==> src/rtl/clkdiv_pkg.sv <==
// Shared definitions for the clock divider and its receive-side period meter.
//   CNT_W          : count width shared with the divider's half-period counter
//   meter_state_t  : period meter FSM encoding
package clkdiv_pkg;

    localparam int unsigned CNT_W = 16;

    typedef enum logic [1:0] {
        IDLE = 2'd0,
        ARM  = 2'd1,
        MEAS = 2'd2
    } meter_state_t;

endpackage

==> src/rtl/sync_edge_det.sv <==
// Multi-flop synchronizer followed by a both-edge detector for asynchronous
// single-bit inputs (slow clocks, buttons, strobes).
// Ports:
//   clk, rst : clock and synchronous active-high reset
//   d_async  : asynchronous input
//   level    : synchronized level (registered)
//   edge_c   : combinational one-cycle pulse on either transition of level
//              ("edge" itself is a reserved word)
module sync_edge_det #(
    parameter int unsigned SYNC_STAGES = 2
) (
    input  logic clk,
    input  logic rst,
    input  logic d_async,
    output logic level,
    output logic edge_c
);

    logic [SYNC_STAGES-1:0] sync_q;
    logic                   prev_q;

    // Synchronizer chain plus one-cycle delayed copy of the synchronized level
    always_ff @(posedge clk) begin
        if (rst) begin
            sync_q <= '0;
            prev_q <= 1'b0;
        end else begin
            sync_q <= {sync_q[SYNC_STAGES-2:0], d_async};
            prev_q <= sync_q[SYNC_STAGES-1];
        end
    end

    assign level  = sync_q[SYNC_STAGES-1];
    assign edge_c = sync_q[SYNC_STAGES-1] ^ prev_q;

endmodule

==> src/rtl/period_meter.sv <==
// Measures the half-period of a slow square wave in clk cycles, i.e. recovers
// the count N of a divider that toggles its output every N cycles.
// Ports:
//   clk, rst    : clock and synchronous active-high reset
//   sig_in      : slow square wave, asynchronous to clk
//   meas_en     : 1 = measure, 0 = idle (state cleared, half_period held)
//   half_period : last measured edge-to-edge interval
//   valid       : one-cycle pulse when half_period is updated
//   locked      : consecutive measurements agree within TOL
//   stalled     : sticky timeout flag, cleared by rst, new valid or meas_en low
module period_meter
    import clkdiv_pkg::*;
#(
    parameter int unsigned WIDTH       = CNT_W,
    parameter int unsigned SYNC_STAGES = 2,
    parameter int unsigned TIMEOUT     = 16'hFFFF,
    parameter int unsigned TOL         = 1
) (
    input  logic             clk,
    input  logic             rst,
    input  logic             sig_in,
    input  logic             meas_en,
    output logic [WIDTH-1:0] half_period,
    output logic             valid,
    output logic             locked,
    output logic             stalled
);

    // Measurement and difference are carried one bit wider so nothing wraps
    localparam int unsigned EXT_W = WIDTH + 1;

    meter_state_t     state_q, state_d;
    logic [WIDTH-1:0] cnt_q, cnt_d;
    logic [WIDTH-1:0] hp_q, hp_d;
    logic             valid_q, valid_d;
    logic             locked_q, locked_d;
    logic             stalled_q, stalled_d;
    logic             have_meas_q, have_meas_d;

    logic             sig_edge;
    logic             sig_level_unused;

    logic [EXT_W-1:0] meas_w;
    logic [EXT_W-1:0] hp_ext;
    logic [EXT_W-1:0] diff_w;
    logic             within_tol;
    logic             timeout_hit;

    sync_edge_det #(
        .SYNC_STAGES (SYNC_STAGES)
    ) u_sync_edge (
        .clk     (clk),
        .rst     (rst),
        .d_async (sig_in),
        .level   (sig_level_unused),
        .edge_c  (sig_edge)
    );

    // Current interval length and its distance from the previous result
    always_comb begin
        meas_w      = EXT_W'(cnt_q) + EXT_W'(1);
        hp_ext      = EXT_W'(hp_q);
        diff_w      = (meas_w >= hp_ext) ? (meas_w - hp_ext) : (hp_ext - meas_w);
        within_tol  = (diff_w <= EXT_W'(TOL));
        timeout_hit = (meas_w == EXT_W'(TIMEOUT));
    end

    // Next-state and output logic; edge has priority over timeout in MEAS
    always_comb begin
        state_d     = state_q;
        cnt_d       = cnt_q;
        hp_d        = hp_q;
        valid_d     = 1'b0;
        locked_d    = locked_q;
        stalled_d   = stalled_q;
        have_meas_d = have_meas_q;

        if (!meas_en) begin
            state_d     = IDLE;
            cnt_d       = '0;
            locked_d    = 1'b0;
            stalled_d   = 1'b0;
            have_meas_d = 1'b0;
        end else begin
            case (state_q)
                IDLE: begin
                    cnt_d   = '0;
                    state_d = ARM;
                end
                ARM: begin
                    // First interval after arming is partial and never reported
                    cnt_d       = '0;
                    have_meas_d = 1'b0;
                    if (sig_edge) begin
                        state_d = MEAS;
                    end
                end
                MEAS: begin
                    if (sig_edge) begin
                        hp_d        = meas_w[WIDTH-1:0];
                        valid_d     = 1'b1;
                        stalled_d   = 1'b0;
                        cnt_d       = '0;
                        locked_d    = have_meas_q && within_tol;
                        have_meas_d = 1'b1;
                    end else if (timeout_hit) begin
                        stalled_d   = 1'b1;
                        locked_d    = 1'b0;
                        cnt_d       = '0;
                        have_meas_d = 1'b0;
                        state_d     = ARM;
                    end else begin
                        cnt_d = cnt_q + WIDTH'(1);
                    end
                end
                default: begin
                    state_d = IDLE;
                    cnt_d   = '0;
                end
            endcase
        end
    end

    // State and output registers
    always_ff @(posedge clk) begin
        if (rst) begin
            state_q     <= IDLE;
            cnt_q       <= '0;
            hp_q        <= '0;
            valid_q     <= 1'b0;
            locked_q    <= 1'b0;
            stalled_q   <= 1'b0;
            have_meas_q <= 1'b0;
        end else begin
            state_q     <= state_d;
            cnt_q       <= cnt_d;
            hp_q        <= hp_d;
            valid_q     <= valid_d;
            locked_q    <= locked_d;
            stalled_q   <= stalled_d;
            have_meas_q <= have_meas_d;
        end
    end

    assign half_period = hp_q;
    assign valid       = valid_q;
    assign locked      = locked_q;
    assign stalled     = stalled_q;

endmodule

==> config.mk <==
export PLATFORM = sky130hd
export DESIGN_NAME = period_meter
export DESIGN_NICKNAME = d
export VERILOG_FILES = /design/src/rtl/clkdiv_pkg.sv /design/src/rtl/sync_edge_det.sv /design/src/rtl/period_meter.sv
export SDC_FILE = /design/constraint.sdc
export NUM_CORES = 1
export LEC_CHECK = 0
export ABC_CLOCK_PERIOD_IN_PS = 6100
export BUFFER_PORTS_ARGS = -buffer_cell sky130_fd_sc_hd__buf_2
export CAP_MARGIN = 0
export CORE_AREA = 2 2 106 88
export CTS_CLUSTER_SIZE = 16
export DETAILED_ROUTE_END_ITERATION = 8
export DIE_AREA = 0 0 108 90
export PLACE_DENSITY_LB_ADDON = 0.3
export SKIP_LAST_GASP = 1
export SYNTH_ARGS = -nofsm -noshare
export SYNTH_HDL_FRONTEND = slang
export SYNTH_SLANG_ARGS = --single-unit
export TNS_END_PERCENT = 20
==> constraint.sdc <==
create_clock -name clk -period 6.1 [get_ports clk]
set_input_delay 0.61 -clock clk [delete_from_list [all_inputs] [get_ports clk]]
set_output_delay 0.61 -clock clk [all_outputs]
set_load 0.005 [all_outputs]
Yosys cells after proc, flatten, opt, wreduce, memory -nomap -nowiden
Index checks and enable logic that the tools add are counted.
{"block": "op_classes", "add_sub_neg": 4, "n_lt_le_gt_ge": 2, "n_eq_ne": 7, "muxes": 12, "bitwise": 3, "n_reduce_logical": 11}
{"cell": "$add A16 B1 Y17 const B", "n": 1}
{"cell": "$eq A17 B16 Y1 const B", "n": 1}
{"cell": "$ge A17 B16 Y1", "n": 1}
{"cell": "$le A17 B1 Y1 const B", "n": 1}
{"cell": "$mux W17", "n": 1}
{"cell": "$sub A16 B17 Y17", "n": 1}
{"cell": "$sub A17 B16 Y17", "n": 1}
{"cell": "$add A16 B1 Y16 const B", "n": 1}
{"cell": "$mux W1", "n": 6}
{"cell": "$mux W2", "n": 3}
{"cell": "$ne A2 B2 Y1 const B", "n": 3}
{"cell": "$pmux W2 S3", "n": 1}
{"cell": "$reduce_and A3 Y1", "n": 2}
{"cell": "$reduce_or A5 Y1", "n": 1}
{"cell": "$reduce_and A2 Y1", "n": 2}
{"cell": "$reduce_bool A2 Y1", "n": 2}
{"cell": "$ne A3 B3 Y1 const B", "n": 1}
{"cell": "$reduce_or A3 Y1", "n": 1}
{"cell": "$eq A2 B1 Y1 const B", "n": 1}
{"cell": "$eq A2 B2 Y1 const B", "n": 1}
{"cell": "$logic_not A2 Y1", "n": 1}
{"cell": "$not A1 Y1", "n": 2}
{"cell": "$pmux W1 S2", "n": 1}
{"cell": "$reduce_or A2 Y1", "n": 1}
{"cell": "2 further kinds", "n": 2}
{"block": "totals", "regBits": 41, "inputBits": 4, "wordCells": 48}

Logic depth before layout (Yosys ltp)
{"block": "depth", "depth_word": 6, "ltp_mapped": 18}

By module
From an unflattened synthesis, not the netlist that was laid out.
{"block": "unflattened", "cells_unflattened": 434, "hier_area_um2": 3325.7}
{"module": "period_meter", "instances": 1, "cells_each": 427, "area_each_um2": 3238.1}
{"module": "sync_edge_det", "instances": 1, "cells_each": 7, "area_each_um2": 87.6}

Least setup slack after synthesis
No wires, ideal clock.
{"block": "synth_path", "path_type": "flip-flop to flip-flop", "startpoint": "register cnt_q[0]", "endpoint": "register locked_q (netlist: locked)", "setup_time_ps": 87, "t_arrival_ps": 4101, "t_required_ps": 6013, "setup_slack_ps": 1912, "stages_incl_launch_ff": 17, "synth_period_minus_slack_ps": 4188, "cell_sequence": "dfxtp_1 ha_1 nand3_1 or3_1 xor2_1 inv_1 ha_1 buf_2 nand3_1 nor2_1 a211oi_2 o211ai_4 or3_4 mux2_4 a21o_1 or4_1 o31ai_1"}
{"block": "synth_via", "elab_chain_cells": 6, "word_cells_on_any_way": 11}
{"element": "start, declared", "line_no": "period_meter.sv:33", "source": "logic [WIDTH-1:0] cnt_q, cnt_d;"}
{"element": "start signal, assigned", "line_no": "period_meter.sv:136", "source": "cnt_q <= cnt_d;"}
{"element": "$add A16 B1 Y17 *", "line_no": "period_meter.sv:61", "source": "meas_w = EXT_W'(cnt_q) + EXT_W'(1);"}
{"element": "net meas_w[14]", "line_no": "period_meter.sv:43", "source": "logic [EXT_W-1:0] meas_w;"}
{"element": "$sub A16 B17 Y17, or another cell as far along", "line_no": "period_meter.sv:63", "source": "diff_w = (meas_w >= hp_ext) ? (meas_w - hp_ext) : (hp_ext - meas_w);"}
{"element": "$mux W17", "line_no": "period_meter.sv:63"}
{"element": "$le A17 B1 Y1", "line_no": "period_meter.sv:64", "source": "within_tol = (diff_w <= EXT_W'(TOL));"}
{"element": "$logic_and A1 B1 Y1", "line_no": "period_meter.sv:104", "source": "locked_d = have_meas_q && within_tol;"}
{"element": "$mux W1", "line_no": "period_meter.sv:99", "source": "if (sig_edge) begin"}
{"element": "end signal, assigned", "line_no": "period_meter.sv:139", "source": "locked_q <= locked_d;"}
{"element": "end, declared", "line_no": "period_meter.sv:36", "source": "logic locked_q, locked_d;"}
Mark *: on every way through the listed nets, which the timed path passes. The rest lies on a longest branch.
A chain may end at the register's enable or synchronous reset.

Worst setup path after layout
Ends and elaborated chain as after synthesis.

==> results.txt <==
- Number of nets with antenna violations after routing: 0
* GRT Residual Overflow: 0
* HPWL Detailed: 7020 um
- Number of iterations in the first detailed-routing pass: 4
- Counting every instance in the synthesized netlist gives 420.
- After synthesis the cells add up to 0.00338 mm2.
- In the final layout, the multi-input gates occupy 0.00231 mm2.
- Wire length per cell: 16.3 um
* Tightest Hold Check Type: flip-flop to flip-flop
- The sequential cells in the finished layout cover a total of 821 um2.
- Hold Crit Depth: 1
- Across every metal layer, demand over resource in global routing totals 18.9%.
- Number of input and output port buffers inserted: 22
- Signal arrival time at the worst endpoint: 5010 ps
- Worst Setup End Kind: flip-flop
* Type of element launching the critical path: flip-flop
- In this run, the number of DRC markers left after iteration 0 of detailed routing was 217.
* End of the worst hold path: u_sync_edge.sync_q[1]
* Worst Path Max Fanout: 18
- Transition time at the pin with the least slew margin: 1110 ps
* Clock skew: 9.50 ps
- Share of post-route cells with drive strength above 1: 10.9%
* Dominant register cell in the synthesized netlist: sky130_fd_sc_hd__dfxtp_1
- The startpoint identified for the worst register-to-register timing path is cnt_q[0].
- Counting tap cells, the placed design contains a total of 537 instances.
- Counting every net in the synthesized netlist gives 460.
* Sink Count: 41
- Async SR Flop Fraction: 0%
- Yosys mapped a number of flops with a built-in enable equal to 0.
- For this block, the via count after detailed routing is 2,987.
- Relative slew slack: 25.9%
* Floorplan Core Area: 0.00873 mm2
- Entering global routing, the biggest net connects 33 pins.
- For this run, the post-layout net count is 469.
* Clock latency on the worst-skew pair: 300 ps
- CTS Buf Count: 5
- X dimension of the die: 108 um
- Overall routed net length: 8900 um
* Post-layout min period: 4790 ps
* Largest cells by area after synthesis: sky130_fd_sc_hd__dfxtp_1 (24%), sky130_fd_sc_hd__ha_1 (13%), sky130_fd_sc_hd__nor2_1 (5.3%)
- Initial core utilization: 38.8%
* Highest-count cells in the layout ignoring fill and taps: sky130_fd_sc_hd__nor2_1 (48), sky130_fd_sc_hd__dfxtp_1 (41), sky130_fd_sc_hd__inv_1 (38), sky130_fd_sc_hd__ha_1 (34), sky130_fd_sc_hd__buf_2 (22)
- Post-route setup TNS: 0 ps
- Count of state elements after synthesis: 41
* CTS Hold Buffers Added: 0
* Layout overhead on the synthesized area: 8.06%
- Weighted congestion at the end of routability-driven global placement: 0.922
- Clock root buffer: sky130_fd_sc_hd__clkbuf_8
- Quantity of gates resized following cts: 0
- Counting the fill cells in the layout gives 925.
- Most common cell after layout, fill and taps aside: sky130_fd_sc_hd__nor2_1
* Die Y: 90 um
* Mean area per synthesized cell: 8.06 um2
- VDD sags by at most 0.0778 mV.
- Once the clock tree was built, the setup fixing pass inserted 0 buffers.
* Hold Violations, Final: 0
- Yosys printed 0 warnings.
- Number of antenna violations at the first check in global routing: 0
- ANT cells: 0
* Number of non-filler instances in the completed layout: 545
* Startpoint-to-endpoint class of the critical path: flip-flop to flip-flop
- Power spread over the standard cell area amounts to 144 mW/mm2.
* Number of endpoints failing setup at the final stage: 0
- Count of maximum capacitance violations: 0
- Summed over all instances, the cell type with the most area after synthesis is sky130_fd_sc_hd__dfxtp_1.
* Required time at the worst-slack endpoint: 6320 ps
* Share of the synthesized area in the top cell type: 24.3%
* Overall power: 525 uW
- Global-route wire length before repair: 14,900 um
* Register-to-register setup slack: 1310 ps
* Area enclosed by the die boundary: 0.00972 mm2
- In this run the number of H-tree levels came out at 2.
- FMAX: 209 MHz
* Share of the clock period used by the worst path after layout: 78.5%
- CTS Buffer Depth: 2
* Endpoint of the most critical register-to-register path: locked
- The total count of max-transition violations in the final report was 0.
* Register-to-Register Path Depth: 15
- After detailed routing, the number of remaining DRC violations is 0.
- Of the synthesized area, sequential elements account for 24.3%.
- Once layout is complete, the utilization of the core stands at 41.9%.
- The via count of the first global-routing pass is 2,857.
- The initialized floorplan defines 31 standard-cell rows.
* Static power due to leakage: 1.71 nW
* I/O pin count: 23
- TritonCTS built the clock tree.
* Vias per cell: 5.48
- The startpoint identified for the worst hold timing path is u_sync_edge.sync_q[0].
- Number of different library cells in the post-synthesis netlist: 63
* Clock-pin slew reported for the worst setup and hold paths after clock tree synthesis: 90 ps
* RSZ-0062 raised after global routing: false
- Run status: finished, final reports clean
report_power, final:
| group | internal (mW) | switching [mW] | total (mW) |
|---|---|---|---|
| clock network | 0.134 | 0.0996 | 0.233 |
| logic | 0.00923 | 0.0124 | 0.0217 |
| registers | 0.269 | 0.00125 | 0.270 |
| total | 0.412 | 0.113 | 0.525 |
area by class of cell:
cell class | instances | share of cell area (%)
clock buffers | 7 | 2.36
clock inverters | 1 | 0.821
inverters | 38 | 3.90
multi-input cells | 320 | 63.3
flip-flops and latches | 41 | 22.5
well taps | 115 | 3.94
repair buffers | 23 | 3.22
kinds of logic after synthesis:
group           count (synthesis)  synth area share, %
simple gates                  139                 21.0
compound gates                108                 23.4
mux                            10                 3.25
buf+inv                        59                 7.32
flops                          41                 24.3
xor+xnor                       27                 6.99
fa+ha+maj                      36                 13.8
per-layer routing:
layer  up-vias  track usage [%]  routed length [um]  part of all wire (%)
li1       1513                -                   -                     -
met5         -                0                   0                     0
met4         0             3.85                  79                  0.89
met3         7             1.96                 312                   3.5
met2        40             27.9                3930                    44
met1      1427             29.5                4580                    51
through the flow:
step                worst slack (ps)  instance area (um2)  hold WS, ps
floorplan                       1910                 3380          414
global placement                1460                 3540          449
detailed placement              1360                 3540          452
CTS                             1320                 3660          466
global route                     945                 3660          499
finish                          1310                 3660          459
cell usage after synthesis, types with 3 or more instances:
cell and instances:
sky130_fd_sc_hd__mux2i_1 5, sky130_fd_sc_hd__nand2_1 20, sky130_fd_sc_hd__nor2_1 48, sky130_fd_sc_hd__or3_1 3
sky130_fd_sc_hd__dfxtp_1 41, sky130_fd_sc_hd__a31oi_1 8, sky130_fd_sc_hd__o211ai_1 3, sky130_fd_sc_hd__buf_2 6
sky130_fd_sc_hd__o21bai_1 4, sky130_fd_sc_hd__and3_1 5, sky130_fd_sc_hd__a21o_1 13, sky130_fd_sc_hd__nand4_1 15
sky130_fd_sc_hd__clkbuf_1 12, sky130_fd_sc_hd__xnor2_1 15, sky130_fd_sc_hd__inv_1 38, sky130_fd_sc_hd__or4_1 4
sky130_fd_sc_hd__nand2b_1 4, sky130_fd_sc_hd__o21a_1 3, sky130_fd_sc_hd__nor3_1 5, sky130_fd_sc_hd__a211oi_1 19
sky130_fd_sc_hd__nor2b_1 9, sky130_fd_sc_hd__o21ai_0 9, sky130_fd_sc_hd__ha_1 34, sky130_fd_sc_hd__a21oi_1 19
sky130_fd_sc_hd__xor2_1 12, sky130_fd_sc_hd__and4_1 3, sky130_fd_sc_hd__nand3_1 12, sky130_fd_sc_hd__mux2_2 4
sequential cells by signal, indices dropped and copies added (netlist names):
| register | count |
|---|---|
| state_q | 2 |
| half_period | 16 |
| cnt_q | 16 |
| u_sync_edge.sync_q | 2 |
| stalled | 1 |
| u_sync_edge.prev_q | 1 |
| locked | 1 |
| valid | 1 |
| have_meas_q | 1 |
critical path: stages (launching register included):
cell,delay [ps]
sky130_fd_sc_hd__dfxtp_1,440
sky130_fd_sc_hd__ha_1,220
sky130_fd_sc_hd__nand3_1,200
sky130_fd_sc_hd__or3_1,430
sky130_fd_sc_hd__xor2_1,420
sky130_fd_sc_hd__inv_1,90
sky130_fd_sc_hd__ha_1,420
sky130_fd_sc_hd__nand3_1,200
sky130_fd_sc_hd__nor2_1,90
sky130_fd_sc_hd__a211oi_2,350
sky130_fd_sc_hd__o211ai_4,290
sky130_fd_sc_hd__or3_4,470
sky130_fd_sc_hd__mux2_4,300
sky130_fd_sc_hd__a21o_1,150
sky130_fd_sc_hd__or4_1,470
sky130_fd_sc_hd__o31ai_1,190
how the worst max path moves through the flow:
| stage | from | to | depth (start not counted) | slack [ps] |
|---|---|---|---|---|
| floorplan | cnt_q[0] | locked | 16 | 1910 |
| global placement | cnt_q[0] | locked | 15 | 1460 |
| detailed placement | cnt_q[0] | locked | 15 | 1360 |
| CTS | cnt_q[0] | locked | 15 | 1320 |
| global route | cnt_q[0] | locked | 15 | 950 |
| finish | cnt_q[0] | locked | 15 | 1310 |
(Power assumes the default switching activity.)
